### config.mk
export PLATFORM = sky130hd
export DESIGN_NAME = trap_sequencer
export DESIGN_NICKNAME = d
export VERILOG_FILES = /design/src/rtl/trap_sequencer.sv
export SDC_FILE = /design/constraint.sdc
export NUM_CORES = 1
export LEC_CHECK = 0
export ABC_AREA = 1
export CORE_ASPECT_RATIO = 0.9
export CORE_MARGIN = 5
export CORE_UTILIZATION = 35
export DETAILED_ROUTE_END_ITERATION = 7
export PLACE_DENSITY = 0.69
export SKIP_LAST_GASP = 1
export SLEW_MARGIN = 0
export SYNTH_ARGS = -nofsm -noshare
export SYNTH_HDL_FRONTEND = slang
export SYNTH_SLANG_ARGS = --single-unit
### constraint.sdc
create_clock -name i_clock -period 1.94 [get_ports i_clock]
set_input_delay 0.388 -clock i_clock [delete_from_list [all_inputs] [get_ports i_clock]]
set_output_delay 0.388 -clock i_clock [all_outputs]
set_load 0.03 [all_outputs]
### src/rtl/trap_sequencer.sv
// trap_sequencer: sequences M-mode trap entry and mret through one CSR port, then redirects fetch.
module trap_sequencer #(
    parameter int              XLEN        = 64,
    parameter logic [XLEN-1:0] ECALL_CAUSE = 64'd11,
    parameter logic [XLEN-1:0] TIMER_CAUSE = 64'h8000_0000_0000_0007
) (
    input  logic            i_clock,
    input  logic            i_reset,
    input  logic            i_instr_valid,
    input  logic [XLEN-1:0] i_instr_pc,
    input  logic            i_is_ecall,
    input  logic            i_is_mret,
    input  logic            i_irq_timer,
    input  logic            i_pipe_csr_wen,
    input  logic [11:0]     i_pipe_csr_addr,
    input  logic [XLEN-1:0] i_pipe_csr_wdata,
    output logic [11:0]     o_csr_raddr,
    input  logic [XLEN-1:0] i_csr_rdata,
    output logic            o_csr_wen,
    output logic [11:0]     o_csr_waddr,
    output logic [XLEN-1:0] o_csr_wdata,
    output logic            o_busy,
    output logic            o_redirect,
    output logic [XLEN-1:0] o_redirect_pc
);
    localparam logic [2:0] IDLE        = 3'd0;
    localparam logic [2:0] SAVE_EPC    = 3'd1;
    localparam logic [2:0] SAVE_CAUSE  = 3'd2;
    localparam logic [2:0] SAVE_STATUS = 3'd3;
    localparam logic [2:0] MRET_STATUS = 3'd4;
    localparam logic [2:0] REDIRECT    = 3'd5;

    logic [2:0]      r_state;
    logic [XLEN-1:0] r_pc;
    logic [XLEN-1:0] r_cause;
    logic [XLEN-1:0] r_redirect_pc;
    logic            r_mret;
    logic            w_idle;
    logic            w_take_irq;
    logic            w_trap;
    logic            w_mret;
    logic [XLEN-1:0] w_trap_status;
    logic [XLEN-1:0] w_mret_status;
    logic [XLEN-1:0] w_target;

    // rdata is mstatus while idle, so MIE gates the interrupt combinationally
    assign w_idle     = r_state == IDLE;
    assign w_take_irq = i_instr_valid & i_irq_timer & i_csr_rdata[3];
    assign w_trap     = w_idle & (w_take_irq | (i_instr_valid & i_is_ecall));
    assign w_mret     = w_idle & i_instr_valid & i_is_mret & ~w_trap;
    assign w_target   = r_mret ? i_csr_rdata : i_csr_rdata & {{(XLEN-2){1'b1}}, 2'b00};

    always_comb begin
        w_trap_status        = i_csr_rdata;
        w_trap_status[7]     = i_csr_rdata[3];
        w_trap_status[3]     = 1'b0;
        w_trap_status[12:11] = 2'b11;
        w_mret_status        = i_csr_rdata;
        w_mret_status[3]     = i_csr_rdata[7];
        w_mret_status[7]     = 1'b1;
        w_mret_status[12:11] = 2'b11;
    end

    assign o_csr_raddr   = (r_state == REDIRECT) ? (r_mret ? 12'h341 : 12'h305) : 12'h300;
    assign o_busy        = ~i_reset & (~w_idle | w_trap | w_mret);
    assign o_redirect    = ~i_reset & (r_state == REDIRECT);
    assign o_redirect_pc = (r_state == REDIRECT) ? w_target : r_redirect_pc;

    always_comb begin
        o_csr_wen   = 1'b0;
        o_csr_waddr = i_pipe_csr_addr;
        o_csr_wdata = i_pipe_csr_wdata;
        case (r_state)
            IDLE:        o_csr_wen = i_pipe_csr_wen;
            SAVE_EPC:    begin o_csr_wen = 1'b1; o_csr_waddr = 12'h341; o_csr_wdata = r_pc; end
            SAVE_CAUSE:  begin o_csr_wen = 1'b1; o_csr_waddr = 12'h342; o_csr_wdata = r_cause; end
            SAVE_STATUS: begin o_csr_wen = 1'b1; o_csr_waddr = 12'h300; o_csr_wdata = w_trap_status; end
            MRET_STATUS: begin o_csr_wen = 1'b1; o_csr_waddr = 12'h300; o_csr_wdata = w_mret_status; end
            default:     o_csr_wen = 1'b0;
        endcase
        if (i_reset) o_csr_wen = 1'b0;
    end

    always_ff @(posedge i_clock) begin
        if (i_reset) begin
            r_state       <= IDLE;
            r_pc          <= '0;
            r_cause       <= '0;
            r_mret        <= 1'b0;
            r_redirect_pc <= '0;
        end else begin
            case (r_state)
                IDLE: begin
                    if (w_trap) begin
                        r_state <= SAVE_EPC;
                        r_pc    <= i_instr_pc;
                        r_cause <= w_take_irq ? TIMER_CAUSE : ECALL_CAUSE;
                        r_mret  <= 1'b0;
                    end else if (w_mret) begin
                        r_state <= MRET_STATUS;
                        r_mret  <= 1'b1;
                    end
                end
                SAVE_EPC:    r_state <= SAVE_CAUSE;
                SAVE_CAUSE:  r_state <= SAVE_STATUS;
                SAVE_STATUS: r_state <= REDIRECT;
                MRET_STATUS: r_state <= REDIRECT;
                REDIRECT: begin
                    r_state       <= IDLE;
                    r_redirect_pc <= w_target;
                end
                default: r_state <= IDLE;
            endcase
        end
    end
endmodule

==> results.py <==
metrics = {
    "power": {
        "switching_share": 0.486,
        "peakVddDrop_mv": 1.17,
        "pwr-share-clk": 0.126,
        "p_sw_w": 0.0119,
        "combPwrFrac": 0.719,
        "leakage_nw": 6.63,
        "power_density_nw_per_um2": 1840,
        "p_seq_frac": 0.156,
        "total_power_w": 0.0244,
        "p_int_w": 0.0125,
    },
    "synthesis": {
        "ys_seq_area_frac": 0.374,
        "yosysUniqueCellTypes": 20,
        "synth_area_um2": 7230,
        "avgSynthCellArea_um2": 6.04,
        "ys_ff_latch": 135,
        "syn_inst": 1196,
        "yosysWarnings": 0,
    },
    "sta": {
        "slew_viol_final": 0,
        "finalCriticalPeriod_ns": 2.32,
        "setup_violations": 152,
        "fin_tns_setup_ns": -43.71,
        "period_share": 1.20,
        "finalClockSkew_ns": 0.00824,
        "rsz0062_at_grt": "true",
        "fmax_ghz": 0.431,
        "setup_ws_ns": -0.383,
        "hold_viol_final": 0,
    },
    "floorplanning": {
        "dieWidth_um": 161,
        "start_util": 0.358,
        "core_um2": 20200,
        "die_y_um": 146,
        "dieArea_um2": 23600,
        "ios": 366,
        "rows": 49,
    },
    "setup_path": {
        "cp_slowest_cell": "dfxtp_4",
        "cp.arrival_ns": 1.93,
        "critPathBufInv": 5,
        "cp.required_ns": 1.55,
        "end_kind": "output pin",
        "crit_chain": "clkinv_4 > nand3_4 > nand2_4 > buf_6 > nor2_4 > buf_12 > clkbuf_16 > nand2_4 > nand2_2 > buf_6",
        "crit_fanout": 8,
        "path_delay_family": "buffers and inverters",
        "path_class": "flop to output pin",
        "critPathMaxStageDelay_ns": 0.41,
        "cp-start-kind": "flop",
    },
    "clock_network": {
        "cts_tree": "yes",
        "cts_inserted_buffers": 17,
        "clock_latency_ns": 0.42,
        "cts_max_level": 4,
        "cts_root_buf": "clkbuf_16",
        "cts_sinks": 135,
        "cts_buffer_depth": 2,
        "clkTransAtPathRegs_ns": 0.06,
    },
    "place": {
        "io_buffers": 356,
        "hpwl_um": 20100,
        "pre_cts_ws_ns": -0.170,
        "dpl.cell_count": 1793,
        "routabilityCongestion": 0.889,
    },
    "outcome": {
        "status": "complete, but fails checks",
        "violations": "setup timing",
    },
    "cells_and_area": {
        "num-nets-final": 1799,
        "area_growth_pct": 83.1,
        "final_cell_mix": "260 x nor2_1, 209 x clkdlybuf4s50_1, 193 x inv_1",
        "ff_latch_area_um2": 2710,
        "final_common_cell": "nor2_1",
        "fill_cells": 1709,
        "layoutNonFillerInstCount": 1858,
        "fin_util": 0.656,
        "drive_gt1_frac": 0.276,
        "multiInputGateArea_um2": 4250,
    },
    "global_routing": {
        "grt_pass1_wl_um": 42700,
        "gr-total-overflow": 0,
        "antenna_found_initial": 2,
        "track_usage": 0.224,
        "grt_max_degree": 63,
        "grt_pass1_vias": 8153,
    },
    "job": {
        "maxCapViolations": 0,
    },
    "detailed_routing": {
        "dr.pass1.iters": 5,
        "ant_nets": 0,
        "drt_wl_total_um": 30200,
        "vias": 8793,
        "drt-initial-drc-count": 445,
        "drc": 0,
        "via_per_inst": 4.73,
        "routedWlPerCell_um": 16.2,
    },
    "worst_hold_path": {
        "hold_class": "flop to flop",
    },
}
## cell type report
class | count | area share
clock buffers | 18 | 0.0324
multi-input cells | 782 | 0.321
well taps | 255 | 0.0241
diodes | 2 | 0.000378
inverters | 207 | 0.0604
flip-flops and latches | 135 | 0.205
repair buffers | 445 | 0.347
clock inverters | 14 | 0.00945
## routing by layer
layer	up-vias	global-route usage	share of wire
li1	4342	-	-
met1	4046	0.271	0.41
met2	337	0.386	0.49
met3	66	0.0651	0.075
met4	2	0.0695	0.027
met5	-	0	0.00043
## state kept, by name, indices dropped and copies added (netlist names)
register,flops
r_state,3
r_pc,64
r_mret,1
r_redirect_pc,64
r_cause,3
## timing repair
action	in CTS	in global routing
pin swaps	2	10
hold buffers	0	0
setup endpoints to repair	146	151
resized for setup	157	268
setup buffers	7	18
gates cloned	2	7
## stage by stage
stage          cell area, um2  hold WS (ns)
2_1_floorplan            7260         0.440
3_3_place_gp            11000         0.456
3_5_place_dp            11000         0.463
4_1_cts                 12100         0.469
5_1_grt                 13200         0.485
6_report                13200         0.475
## power groups by stage
stage               registers [W]  clock network, W  logic, W
finish                    0.00380           0.00307    0.0175
floorplan                 0.00372                 0   0.00797
detailed placement        0.00380                 0    0.0131
global placement          0.00377                 0    0.0130
global route              0.00388           0.00325    0.0186
CTS                       0.00377           0.00313    0.0151
## synthesized netlist by cell type
cell	number	area (um2)
nand3b_1	65	488
o21ai_0	64	320
clkbuf_1	31	116
nand4_1	6	37.5
nor2_2	2	12.5
inv_1	202	758
buf_1	12	45.0
buf_4	12	90.1
a21boi_0	4	30.0
conb_1	2	7.51
clkinv_1	1	3.75
inv_2	4	15.0
dfxtp_1	135	2700
nand2_1	286	1070
nand2_2	2	12.5
nand3_1	9	45.0
buf_6	2	22.5
buf_2	22	110
a21oi_1	65	325
nor2_1	270	1010
## cells by family (layout without fill, tap and decap cells)
family / Yosys count / count (layout) / synth area share
other cells: 2 / 11 / 0.00104
simple gates: 640 / 640 / 0.371
buf+inv: 286 / 684 / 0.161
flops: 135 / 135 / 0.374
compound gates: 133 / 133 / 0.0935
## worst paths after layout
| path | startpoint | to | slack, ns | cells past startpoint |
|---|---|---|---|---|
| worst min register to register | r_redirect_pc[0]$_SDFF_PP0_ | r_redirect_pc[0]$_SDFF_PP0_ | 0.48 | 2 |
| worst max register to register | r_state[1]$_SDFFE_PP0P_ | r_pc[14]$_SDFFE_PP0P_ | -0.05 | 12 |
| worst min-delay path | r_redirect_pc[0]$_SDFF_PP0_ | r_redirect_pc[0]$_SDFF_PP0_ | 0.48 | 2 |
| worst max-delay path | r_state[0]$_SDFFE_PP0P_ | o_csr_wdata[26] | -0.38 | 10 |
## worst register-to-register path: cells and delay by family, from the launching register on
family / cells / cell delay (ns)
simple gates: 5 / 0.55
flops: 1 / 0.39
buf+inv: 7 / 1.00
No activity file was read; power rests on OpenSTA's default activity.
